$ cat src/rtl/dram_fifo.sv
// First-word-fall-through FIFO controller around a dual-port RAM: registered
// write port takes pushes, asynchronous read port presents the head entry.

module dram #(
  parameter int SZ = 16,
  parameter int DW = 32
) (
  input  logic                  clk_i,
  input  logic [$clog2(SZ)-1:0] addr0_i,
  output logic [DW-1:0]         data0_o,
  input  logic                  we1_i,
  input  logic [$clog2(SZ)-1:0] addr1_i,
  input  logic [DW-1:0]         data1_i
);

  logic [DW-1:0] mem [SZ];

  assign data0_o = mem[addr0_i];

  always_ff @(posedge clk_i) begin
    if (we1_i) mem[addr1_i] <= data1_i;
  end

endmodule

module dram_fifo #(
  parameter int SZ    = 16,
  parameter int DW    = 32,
  parameter int AFULL = SZ - 1
) (
  input  logic                  clk_i,
  input  logic                  rst_ni,
  input  logic                  flush_i,
  input  logic                  push_i,
  input  logic [DW-1:0]         data_i,
  output logic                  full_o,
  output logic                  afull_o,
  input  logic                  pop_i,
  output logic [DW-1:0]         data_o,
  output logic                  empty_o,
  output logic [$clog2(SZ):0]   level_o
);

  localparam int AW = $clog2(SZ);
  localparam int PW = AW + 1;
  localparam logic [PW-1:0] AFULL_LV = PW'(AFULL);

  // MSB of each pointer is the wrap bit; low AW bits address the RAM
  logic [PW-1:0] wp;
  logic [PW-1:0] rp;
  logic          push_acc;
  logic          pop_acc;

  assign level_o = wp - rp;
  assign empty_o = (wp == rp);
  assign full_o  = (wp[AW-1:0] == rp[AW-1:0]) && (wp[AW] != rp[AW]);
  assign afull_o = (level_o >= AFULL_LV);

  assign push_acc = push_i & ~full_o & ~flush_i;
  assign pop_acc  = pop_i & ~empty_o & ~flush_i;

  always_ff @(posedge clk_i or negedge rst_ni) begin
    if (!rst_ni) begin
      wp <= '0;
      rp <= '0;
    end else if (flush_i) begin
      wp <= '0;
      rp <= '0;
    end else begin
      if (push_acc) wp <= wp + PW'(1);
      if (pop_acc)  rp <= rp + PW'(1);
    end
  end

  dram #(
    .SZ (SZ),
    .DW (DW)
  ) u_dram (
    .clk_i   (clk_i),
    .addr0_i (rp[AW-1:0]),
    .data0_o (data_o),
    .we1_i   (push_acc),
    .addr1_i (wp[AW-1:0]),
    .data1_i (data_i)
  );

endmodule

$ cat config.mk
export PLATFORM = sky130hd
export DESIGN_NAME = dram_fifo
export DESIGN_NICKNAME = d
export VERILOG_FILES = /design/src/rtl/dram_fifo.sv
export SDC_FILE = /design/constraint.sdc
export NUM_CORES = 1
export LEC_CHECK = 0
export CAP_MARGIN = 20
export CORE_ASPECT_RATIO = 0.8
export CORE_MARGIN = 5
export CORE_UTILIZATION = 50
export DETAILED_ROUTE_END_ITERATION = 10
export GPL_ROUTABILITY_DRIVEN = 0
export PLACE_DENSITY = 0.79
export SYNTH_ARGS = -nofsm -noshare
export SYNTH_HDL_FRONTEND = slang
export SYNTH_HIERARCHICAL = 1
export SYNTH_SLANG_ARGS = --single-unit
export TNS_END_PERCENT = 10
$ cat constraint.sdc
create_clock -name clk_i -period 5.1 [get_ports clk_i]
set_clock_uncertainty 0.15 [all_clocks]
set_input_delay 0.51 -clock clk_i [delete_from_list [all_inputs] [get_ports clk_i]]
set_output_delay 0.51 -clock clk_i [all_outputs]
set_load 0.01 [all_outputs]
Word-level counts from Yosys, hierarchy flattened
Memory sizes are Yosys's and may differ from the RTL's.
Index checks and enable logic that the tools add are counted.
{ "totals": {"ff_bits": 10, "ram_bits": 512, "input_bits": 37, "output_inout_bits": 40, "word_cells": 26, "memories": 1} }
{ "mem_list": {"columns": ["memory", "words", "word_bits", "rd", "rd_clocked_by_memory_dff", "wr", "line", "source"], "rows": [
  ["u_dram.mem", 16, 32, 1, 0, 1, "16", "logic [DW-1:0] mem [SZ];"]
]} }
{ "classes": {"addsub": 3, "magnitude_cmp": 1, "eq_ne": 3, "mux": 6, "n_bitwise": 7, "reduce_logical": 3} }
{ "ops": {"columns": ["op", "count"], "rows": [
  ["$mux 5", 4],
  ["$add 5x1->5 const B", 2],
  ["$eq 5x5->1", 1],
  ["$ge 5x4->1 const B", 1],
  ["$sub 5x5->5", 1],
  ["$and 1x1->1", 4],
  ["$eq 4x4->1", 1],
  ["$reduce_bool 2->1", 2],
  ["$not 1->1", 3],
  ["$mux 1", 2],
  ["$logic_and 1x1->1", 1],
  ["$ne 1x1->1", 1]
]} }

Longest topological paths before layout
{ "logic_depth": {"word_depth": 7, "mapped_depth": 8, "ltp_nobuf": 8} }

By module
Netlist, hierarchy kept.
{ "by_module_without_submodules": {"columns": ["mod", "instances", "cells_each", "area_each_um2", "seq_area_each_um2"], "rows": [
  ["dram", 1, 806, 19213.4, 15374.7],
  ["dram_fifo", 1, 72, 684.4, 250.2]
]} }

Worst setup path after synthesis
Ideal clock, no wire load.
{ "synth_path": {"path_kind": "reg-to-reg", "from": "register wp[0]", "to": "memory u_dram.mem[0][0] (enable)", "setup_time_ps": 461, "arrival_time_ps": 4098, "required_time_ps": 4489, "setup_slack_ps": 391, "stages_incl_launch_ff": 8, "path_buffers": 0, "synth_period_minus_slack_ps": 4709, "cell_sequence": "dfrtp_1 inv_1 ha_1 nand4_1 o21ai_1 nor2_1 or3b_2 nor3_1"} }
{ "synth_via": {"elab_chain_len": 7} }
{ "synth_lines": {"columns": ["item", "line", "source"], "rows": [
  ["start, declared", "49", "logic [PW-1:0] wp;"],
  ["start signal, assigned", "70", "if (push_acc) wp <= wp + PW'(1);"],
  ["$eq 4x4->1", "56", "assign full_o = (wp[AW-1:0] == rp[AW-1:0]) && (wp[AW] != rp[AW]);"],
  ["$logic_and 1x1->1", "56", null],
  ["$not 1->1", "59", "assign push_acc = push_i & ~full_o & ~flush_i;"],
  ["$and 1x1->1 (2 in series)", "59", null],
  ["net push_acc", "51", "logic push_acc;"],
  ["$mux 1", "21", "if (we1_i) mem[addr1_i] <= data1_i;"],
  ["$mux 1 (not written as such)", "21", null],
  ["end, declared", "16", null]
]} }
The timed path passes the listed nets, and every way through them passes these cells.

Worst setup path after layout
{ "layout_path": {"from": "register rp[0]", "to": "output data_o[3]"} }
{ "layout_via": {"elab_chain_len": 1} }
{ "layout_lines": {"columns": ["item", "line", "source"], "rows": [
  ["start, declared", "50", "logic [PW-1:0] rp;"],
  ["start signal, assigned", "71", "if (pop_acc) rp <= rp + PW'(1);"],
  ["$mem_v2 16x32", null, null],
  ["end, declared", "39", "output logic [DW-1:0] data_o,"]
]} }
Every way passes these cells.

==> results.py <==
metrics = {
    "setup_path": {
        "crit_path_max_incr_delay_ns": 0.73,
        "cp_slowest_cell": "buf_4",
        "arrival_ns": 3.52,
        "crit_cells": 5,
        "startpoint_type": "flop",
        "worstSetupEndpointType": "primary output",
        "cp_max_fo": 43,
        "cp_cell_sequence": "buf_4, mux4_2, a22oi_1, nand2_1, clkdlybuf4s50_1",
        "required_ns": 4.44,
        "critPathKind": "flop to primary output",
        "crit_family": "buffers and inverters",
        "rr_worst_depth": 8,
        "worst-path-buf-inv": 2,
    },
    "synthesis": {
        "async_reset_ff_frac": 0.0192,
        "synth_xor_area_frac": 0.00566,
        "avgSynthCellArea_um2": 22.7,
        "ys_types": 35,
        "synth.area.mux_share": 0.146,
        "synth-simple-area-share": 0.0174,
        "synth_area_leaders": "edfxtp_1, mux4_2, a22oi_1",
        "ys_ff_latch": 522,
        "synth-edff-count": 512,
        "synth.most_common_cell": "edfxtp_1",
        "synth_nets": 922,
        "synth_cells": 878,
        "synth_top_family_by_area": "multiplexers",
        "yosysSeqAreaShare": 0.785,
        "ys_warn_count": 6,
        "synth_top_area_cell": "edfxtp_1",
        "syn_area_mm2": 0.0199,
        "synth_common_cells": "edfxtp_1, mux4_2, a22oi_1, nand2_1, nor2_1",
        "yosysTopAreaCellShare": 0.773,
        "synth_compound_area_frac": 0.0285,
        "synth-main-ff-cell": "edfxtp_1",
        "synth_fa_ha_area_frac": 0.00478,
    },
    "route": {
        "vias": 9420,
        "avgViaCountPerCell": 6.03,
        "wl_per_cell_um": 26.7,
        "ant_nets": 0,
        "wl_um": 41700,
        "drtIter0Drc": 1014,
        "drtPass1Iterations": 5,
        "drc": 0,
    },
    "placed_design": {
        "dpl.hpwl_um": 22600,
        "portBuffers": 76,
        "pre_cts_slack_ns": 1.13,
        "dpl_cell_area_mm2": 0.0215,
    },
    "job": {
        "drv_cap": 0,
    },
    "min_path": {
        "hp-class": "input pin to async pin",
    },
    "clocking": {
        "cts_num_sinks": 522,
        "cts_hold_buf": 0,
        "clock_tree.root_cell": "clkbuf_16",
        "post_cts_resized": 0,
        "post-cts-setup-buffers": 0,
        "clk_pin_slew_ns": 0.06,
        "htreeDepth": 2,
        "cts_inserted_buffers": 48,
        "cts_max_path_buffers": 3,
        "cts_tree": "done",
        "insertion_delay_ns": 0.56,
    },
    "finish": {
        "fillers": 2761,
        "drive_gt1_frac": 0.247,
        "syn_to_final_growth_pct": 16.3,
        "ff_latch_area_mm2": 0.0156,
        "fin_area_mm2": 0.0231,
        "multi_input_area_mm2": 0.00416,
        "nets": 1034,
    },
    "timing": {
        "fin_hold_ws_ns": 0.137,
        "period_minus_slack_ns": 4.18,
        "finalSetupViolations": 0,
        "slew_headroom": 0.278,
        "tns_ns": 0,
        "rsz0062_at_grt": "false",
        "worst_slew_pin_slew_ns": 1.08,
        "hold_violations": 0,
        "setup_ws_ns": 0.920,
        "slew_violations": 0,
        "fmax_mhz": 239,
        "period_share": 0.820,
    },
    "die": {
        "die_h_um": 188,
        "core_area_mm2": 0.0394,
        "ios": 77,
        "dieArea_mm2": 0.0439,
        "start_util": 0.505,
        "rows": 65,
        "die_w_um": 233,
    },
    "power_and_ir_drop": {
        "power_leakage_uw": 0.00712,
        "irDropWorstVdd_mv": 0.309,
        "p_per_area_mw_per_mm2": 416,
    },
    "grt": {
        "grt_pass1_wl_um": 63000,
        "antenna_found_initial": 3,
        "gr-total-overflow": 0,
        "first_global_vias": 9722,
        "grt_usage": 0.192,
        "grt_max_degree": 74,
    },
    "outcome": {
        "status": "completed",
    },
}
==> power by group <==
group / internal [uW] / switching, uW / leakage (uW)
Combinational: 640 / 546 / 0.00160
Clock: 2140 / 1500 / 0.000784
Sequential: 4750 / 53.4 / 0.00475
Total: 7520 / 2100 / 0.00712
==> final timing paths <==
path | from | end | slack, ns
worst min register to register | wp[4]$_DFFE_PN0P_ | wp[4]$_DFFE_PN0P_ | 0.50
worst max register to register | rp[1]$_DFFE_PN0P_ | u_dram/mem[6][16]$_DFFE_PP_ | 1.07
min in group clk_i | wp[4]$_DFFE_PN0P_ | wp[4]$_DFFE_PN0P_ | 0.50
worst max-delay path | rp[0]$_DFFE_PN0P_ | data_o[3] | 0.92
max in group asynchronous | rst_ni | rp[0]$_DFFE_PN0P_ | 4.29
worst min-delay path | rst_ni | rp[1]$_DFFE_PN0P_ | 0.14
==> metrics by stage <==
stage	power (uW)	utilization	std cells
finish	9630	0.588	1563
global route	9980	0.588	1563
CTS	9720	0.588	1562
detailed placement	6090	0.547	1476
global placement	6080	0.547	1476
floorplan	5690	-	878
==> sequential cells by signal, summed over array words and instances, names as in the netlist <==
signal	flops
wp	5
u_dram/mem	512
rp	5
==> cell usage in the layout (no fill, tap or decap), types with 9 or more instances in the layout <==
master	instances
clkbuf_16	49
clkinv_1	9
clkdlybuf4s50_1	76
buf_4	24
nand2_1	34
clkinv_2	9
a22oi_1	64
nor2_1	12
nor2_4	13
edfxtp_1	512
mux4_2	128
==> cell families after synthesis <==
kind of cell / count (synthesis)
flip-flops: 522
buffers and inverters: 50
AND/OR/NAND/NOR: 79
AO/OA/AOI/OAI: 78
XOR/XNOR: 12
multiplexers: 130
adder cells (fa/ha/maj): 7
==> final cells by class <==
| type | instances | area share |
|---|---|---|
| well taps | 536 | 0.0290 |
| inverters | 6 | 0.000973 |
| diodes | 1 | 0.000108 |
| multi-input cells | 306 | 0.180 |
| repair buffers | 106 | 0.0459 |
| clock buffers | 58 | 0.0553 |
| clock inverters | 28 | 0.0136 |
| flip-flops and latches | 522 | 0.676 |
==> per-layer routing <==
metal  track usage  wire (um)  share of wire  up-vias
met3        0.0416       3490          0.084       61
met1         0.283      17200           0.41     4993
met2         0.303      20200           0.48      414
li1              -          -              -     3948
met5             0         29        0.00070        -
met4        0.0443        748          0.018        4
Note: power is estimated with default switching activity, not from simulation.
